<file path="src/rtl/led_pattern_gen_if.sv">
// Bus bundle between the status FSM and the LED bar driver.
// master drives status/mode/speed, slave returns the LED drive.
interface led_pattern_gen_if #(
   parameter int LED_W = 16,
   parameter int DIV_W = 8
);
   logic [3:0]       sta;
   logic [1:0]       mode;
   logic [DIV_W-1:0] step_div;
   logic [LED_W-1:0] led;
   logic             busy;
   logic             frame_done;

   modport master (
      output sta,
      output mode,
      output step_div,
      input  led,
      input  busy,
      input  frame_done
   );

   modport slave (
      input  sta,
      input  mode,
      input  step_div,
      output led,
      output busy,
      output frame_done
   );
endinterface

</file>
<file path="src/rtl/led_pattern_gen.sv">
// Alert LED bar animator: centre-grow, chase, bounce and blink.
// Optional macro LED_SEVERITY_EN: sta==8 forces blink at frame start.
module led_pattern_gen #(
   parameter int LED_W = 16,
   parameter int DIV_W = 8
) (
   input logic              clk,
   input logic              rst,
   led_pattern_gen_if.slave bus
);
   localparam int H  = LED_W / 2;
   localparam int IW = $clog2(2 * LED_W);

   typedef enum logic {
      IDLE,
      RUN
   } state_t;

   state_t           state_q, state_d;
   logic             flag_q;
   logic [1:0]       mode_q, mode_d;
   logic [IW-1:0]    idx_q, idx_d;
   logic [DIV_W-1:0] cnt_q, cnt_d;
   logic [LED_W-1:0] led_q, led_d;
   logic             busy_q, busy_d;
   logic             fd_q, fd_d;
   logic             alert;
   logic [1:0]       sel_mode;

   assign alert = (bus.sta == 4'd6) || (bus.sta == 4'd7)
               || (bus.sta == 4'd8);

`ifdef LED_SEVERITY_EN
   logic crit_q;

   // Critical status registered alongside flag so both share latency
   always_ff @(posedge clk) begin
      if (rst) crit_q <= 1'b0;
      else     crit_q <= (bus.sta == 4'd8);
   end

   assign sel_mode = crit_q ? 2'd3 : bus.mode;
`else
   assign sel_mode = bus.mode;
`endif

   // Pattern for animation mode m at frame index k
   function automatic logic [LED_W-1:0] pat(
      input logic [1:0]    m,
      input logic [IW-1:0] k
   );
      logic [LED_W-1:0] p;
      int ki;
      int lv;
      int pos;
      p   = '0;
      ki  = int'(k);
      lv  = 0;
      pos = 0;
      case (m)
         2'd0: begin
            lv = (ki < H) ? ki + 1 : LED_W - 1 - ki;
            for (int i = 0; i < LED_W; i++)
               p[i] = (i >= H - lv) && (i < H + lv);
         end
         2'd1: begin
            for (int i = 0; i < LED_W; i++)
               p[i] = (i == ki);
         end
         2'd2: begin
            pos = (ki < LED_W) ? ki : 2 * LED_W - 2 - ki;
            for (int i = 0; i < LED_W; i++)
               p[i] = (i == pos);
         end
         default: begin
            p = (ki == 0) ? '1 : '0;
         end
      endcase
      return p;
   endfunction

   // Index of the final step of a frame in mode m
   function automatic logic [IW-1:0] last_idx(input logic [1:0] m);
      logic [IW-1:0] r;
      case (m)
         2'd0:    r = IW'(LED_W - 1);
         2'd1:    r = IW'(LED_W - 1);
         2'd2:    r = IW'(2 * LED_W - 3);
         default: r = IW'(1);
      endcase
      return r;
   endfunction

   // Alert qualifier, one cycle behind sta
   always_ff @(posedge clk) begin
      if (rst) flag_q <= 1'b0;
      else     flag_q <= alert;
   end

   // Next-state and output logic; a dropped flag aborts immediately
   always_comb begin
      state_d = state_q;
      mode_d  = mode_q;
      idx_d   = idx_q;
      cnt_d   = cnt_q;
      led_d   = led_q;
      busy_d  = busy_q;
      fd_d    = 1'b0;
      if (!flag_q) begin
         state_d = IDLE;
         idx_d   = '0;
         cnt_d   = '0;
         led_d   = '0;
         busy_d  = 1'b0;
      end else begin
         case (state_q)
            IDLE: begin
               mode_d  = sel_mode;
               led_d   = pat(sel_mode, '0);
               idx_d   = IW'(1);
               cnt_d   = '0;
               busy_d  = 1'b1;
               state_d = RUN;
            end
            RUN: begin
               cnt_d = cnt_q + 1'b1;
               if (cnt_q == bus.step_div) begin
                  cnt_d = '0;
                  led_d = pat(mode_q, idx_q);
                  if (idx_q == last_idx(mode_q)) begin
                     fd_d   = 1'b1;
                     idx_d  = '0;
                     mode_d = sel_mode;
                  end else begin
                     idx_d = idx_q + 1'b1;
                  end
               end
            end
            default: begin
               state_d = IDLE;
            end
         endcase
      end
   end

   // State and output registers
   always_ff @(posedge clk) begin
      if (rst) begin
         state_q <= IDLE;
         mode_q  <= 2'd0;
         idx_q   <= '0;
         cnt_q   <= '0;
         led_q   <= '0;
         busy_q  <= 1'b0;
         fd_q    <= 1'b0;
      end else begin
         state_q <= state_d;
         mode_q  <= mode_d;
         idx_q   <= idx_d;
         cnt_q   <= cnt_d;
         led_q   <= led_d;
         busy_q  <= busy_d;
         fd_q    <= fd_d;
      end
   end

   assign bus.led        = led_q;
   assign bus.busy       = busy_q;
   assign bus.frame_done = fd_q;
endmodule

</file>
<file path="src/flat_wrapper.sv">
// flat-port wrapper written by rule: the top's interface ports become plain ports
module led_pattern_gen_flat 
#(
   parameter int LED_W = 16,
   parameter int DIV_W = 8
)
  (clk, rst, bus_sta, bus_mode, bus_step_div, bus_led, bus_busy, bus_frame_done);
  led_pattern_gen_if #(.LED_W(LED_W), .DIV_W(DIV_W)) bus_i ();
  input logic clk;
  input logic rst;
  input wire logic [$bits(bus_i.sta)-1:0] bus_sta;
  input wire logic [$bits(bus_i.mode)-1:0] bus_mode;
  input wire logic [$bits(bus_i.step_div)-1:0] bus_step_div;
  output wire logic [$bits(bus_i.led)-1:0] bus_led;
  output wire logic [$bits(bus_i.busy)-1:0] bus_busy;
  output wire logic [$bits(bus_i.frame_done)-1:0] bus_frame_done;
  assign bus_i.sta = bus_sta;
  assign bus_i.mode = bus_mode;
  assign bus_i.step_div = bus_step_div;
  assign bus_led = bus_i.led;
  assign bus_busy = bus_i.busy;
  assign bus_frame_done = bus_i.frame_done;
  led_pattern_gen #(.LED_W(LED_W), .DIV_W(DIV_W)) u_core (.clk(clk), .rst(rst), .bus(bus_i));
endmodule
</file>
<file path="config.mk">
export PLATFORM = sky130hd
export DESIGN_NAME = led_pattern_gen_flat
export DESIGN_NICKNAME = d
export VERILOG_FILES = /design/src/rtl/led_pattern_gen_if.sv /design/src/rtl/led_pattern_gen.sv /design/src/flat_wrapper.sv
export SDC_FILE = /design/constraint.sdc
export NUM_CORES = 1
export LEC_CHECK = 0
export CAP_MARGIN = 10
export CORE_MARGIN = 5
export CORE_UTILIZATION = 62
export CTS_BUF_LIST = sky130_fd_sc_hd__clkbuf_16
export DETAILED_ROUTE_END_ITERATION = 16
export PLACE_DENSITY = 0.87
export SLEW_MARGIN = 25
export SYNTH_ARGS = -nofsm -noshare
export SYNTH_HDL_FRONTEND = slang
export SYNTH_SLANG_ARGS = --single-unit
</file>
<file path="constraint.sdc">
create_clock -name clk -period 12.2 [get_ports clk]
set_input_delay 3.05 -clock clk [delete_from_list [all_inputs] [get_ports clk]]
set_output_delay 3.05 -clock clk [all_outputs]
set_load 0.01 [all_outputs]
</file>
==> impl_metrics.py <==
metrics = {
    "status": {
        "status": "complete, no violations",
    },
    "worst_setup_path": {
        "path_max_fanout": 25,
        "cp.arrival_ns": 5.30,
        "path_buf_inv": 0,
        "critPathLaunchType": "flip-flop",
        "endpoint_kind": "flip-flop",
        "crit_type": "reg2reg",
        "crit_chain": "ha_1, or4b_1, a21oi_1, o211ai_1, nand2b_1, nand2_1, ha_1, nor4b_1, nand4_1, a2111oi_2, and4_4, a21boi_2, o41ai_2",
        "critical_path.slowest_cell": "ha_1",
        "cpMostUsedCell": "ha_1",
        "max_stage_delay_ns": 0.78,
        "required_ns": 12.36,
        "crit_family": "simple AND/OR/NAND/NOR gates",
    },
    "detailed_routing": {
        "routed-via-count": 3179,
        "wl_per_cell_um": 18.1,
        "ant_nets": 0,
        "vias_per_cell": 6.62,
        "dr.pass1.iters": 5,
        "drt_iter0_markers": 436,
        "drc": 0,
        "routed_wl_um": 8670,
    },
    "clocking": {
        "cts_setup_buffers": 0,
        "htreeDepth": 2,
        "clock_path_buffers": 2,
        "cts_inserted_buffers": 5,
        "ctsHoldBuffers": 0,
        "clkSinkCount": 35,
        "clock_latency_ns": 0.28,
        "post_cts_resized": 0,
        "path_clk_slew_ns": 0.06,
        "cts_tree": "yes",
        "clockRootBuffer": "clkbuf_16",
    },
    "pwr": {
        "p_leak_nw": 1.34,
        "peakVddDrop_v": 0.0000914,
        "p_per_area_nw_per_um2": 75.5,
    },
    "grt": {
        "antenna_found_initial": 0,
        "grt_pass1_wl_um": 14200,
        "grt_max_degree": 32,
        "grt_pass1_vias": 2988,
        "gr-total-overflow": 0,
        "track_usage": 0.284,
    },
    "yosys": {
        "synthArstFlopShare": 0,
        "synth-seq-cells": 35,
        "syn_area_per_cell_um2": 7.65,
        "yosys_most_used_dff": "dfxtp_1",
        "synth_largest_area_cell": "dfxtp_1",
        "synth_edf_count": 0,
        "syn_inst": 394,
        "synth_top_area_share": 0.232,
        "syn-cell-area_um2": 3010,
        "ys_types": 71,
        "synth_area_leaders": "dfxtp_1 23%, ha_1 9.1%, o21ai_0 6.8%",
        "synth_nets": 432,
        "ys_seq_area_frac": 0.232,
        "yosysWarnings": 0,
    },
    "cells_and_area": {
        "final_core_utilization": 0.737,
        "antenna_cells": 0,
        "final_nets": 450,
        "drive_gt1_frac": 0.0654,
        "area_delta_synth_final_pct": 15.4,
        "final_common_cell": "o21ai_0",
        "final_cell_mix": "41 x o21ai_0, 38 x nor2_1, 35 x dfxtp_1, 33 x clkdlybuf4s50_1, 26 x nand2_1",
    },
    "floorplan": {
        "ios": 34,
        "start_util": 0.638,
        "die_w_um": 79.7,
        "dieArea_um2": 6360,
        "core-area_um2": 4720,
        "die_h_um": 79.7,
        "rows": 25,
    },
    "timing": {
        "finalWorstSetupSlack_ns": 7.06,
        "period_share": 0.421,
        "period_needed_ns": 5.14,
        "finalSetupViolations": 0,
        "worst_slew_pin_slew_ns": 0.794,
        "clock_skew_ns": 0.00309,
        "drv_slew": 0,
        "final_hold_viol_count": 0,
        "fin_setup_tns_ns": 0,
        "fmaxAchievable_mhz": 195,
        "grt_setup_unrepaired": "false",
        "slew_headroom": 0.470,
    },
    "place": {
        "finalWeightedCongestion": 1.00,
        "port-buffer-count": 33,
        "dp_hpwl_um": 6570,
        "place_ws_ns": 6.91,
    },
    "hold_path": {
        "hp-class": "reg2reg",
    },
    "run": {
        "max-cap-violations": 0,
    },
}
state kept, by name (all words and copies together) (netlist names):
register / flops
u_core.bus.busy: 1
u_core.bus.frame_done: 1
u_core.bus.led: 16
u_core.cnt_q: 8
u_core.flag_q: 1
u_core.state_q: 1
u_core.mode_q: 2
u_core.idx_q: 5
metrics by stage:
step	power (mW)	instances	area, um^2	hold WS (ns)
after global routing	0.272	480	3480	0.505
after CTS	0.263	480	3480	0.487
after floorplan	0.132	394	3010	0.440
after global placement	0.142	472	3340	0.453
after detailed placement	0.142	472	3340	0.472
final	0.263	480	3480	0.491
final timing paths:
path / startpoint / depth (start not counted) / endpoint / slack, ns
setup / recovery: u_core.idx_q[0] / 13 / u_core.bus.led[2] / 7.06
hold / removal: u_core.bus.led[7] / 2 / u_core.bus.led[7] / 0.49
setup reg to reg: u_core.idx_q[0] / 13 / u_core.bus.led[2] / 7.06
hold reg to reg: u_core.bus.led[7] / 2 / u_core.bus.led[7] / 0.49
cells in the mapped netlist (5+ instances only):
cell type / count
buf_2: 5
nor2_1: 38
a31oi_1: 6
and2_1: 8
o211ai_1: 5
nand2b_1: 6
ha_1: 22
nand3_1: 11
inv_1: 17
a21oi_1: 14
a21o_1: 7
nand4_1: 6
o31ai_1: 6
xnor2_1: 14
o21a_1: 5
o21ai_0: 41
nor3_1: 11
clkbuf_1: 18
dfxtp_1: 35
nand2_1: 26
a22oi_1: 7
worst reg2reg max path: stages (launching register included):
cell and delay, ns:
dfxtp_1 0.73, ha_1 0.79, or4b_1 0.52, a21oi_1 0.32, o211ai_1 0.15, nand2b_1 0.18
nand2_1 0.09, ha_1 0.37, nor4b_1 0.35, nand4_1 0.16, a2111oi_2 0.55, and4_4 0.39
a21boi_2 0.08, o41ai_2 0.35
final cells by class:
type | count | area (um^2)
repair buffers | 35 | 345
flip-flops and latches | 35 | 701
clock buffers | 5 | 125
inverters | 18 | 67.6
clock inverters | 3 | 15.0
fillers | 378 | 1240
multi-input cells | 317 | 2140
well taps | 67 | 83.8
cells by family (layout without fill, tap and decap cells):
kind of cell / Yosys count / after routing / synth area share
fa+ha+maj: 22 / 22 / 0.0913
mux: 5 / 5 / 0.0170
buf+inv: 42 / 61 / 0.0569
simple gates: 135 / 135 / 0.233
flops: 35 / 35 / 0.232
xor+xnor: 18 / 18 / 0.0523
compound gates: 137 / 137 / 0.317
where the power goes:
part	internal [mW]	switching [mW]
Clock	0.0742	0.0483
Combinational	0.0115	0.0111
Sequential	0.116	0.00188
per-layer routing:
| layer | part of all wire | track usage | wire length, um | vias up |
|---|---|---|---|---|
| met5 | 0 | 0 | 0 | - |
| met4 | 0.037 | 0.134 | 318 | 0 |
| met3 | 0.090 | 0.0666 | 784 | 38 |
| met2 | 0.48 | 0.483 | 4180 | 192 |
| met1 | 0.39 | 0.335 | 3390 | 1456 |
| li1 | - | - | - | 1493 |
No activity file was read; power rests on OpenSTA's default activity.
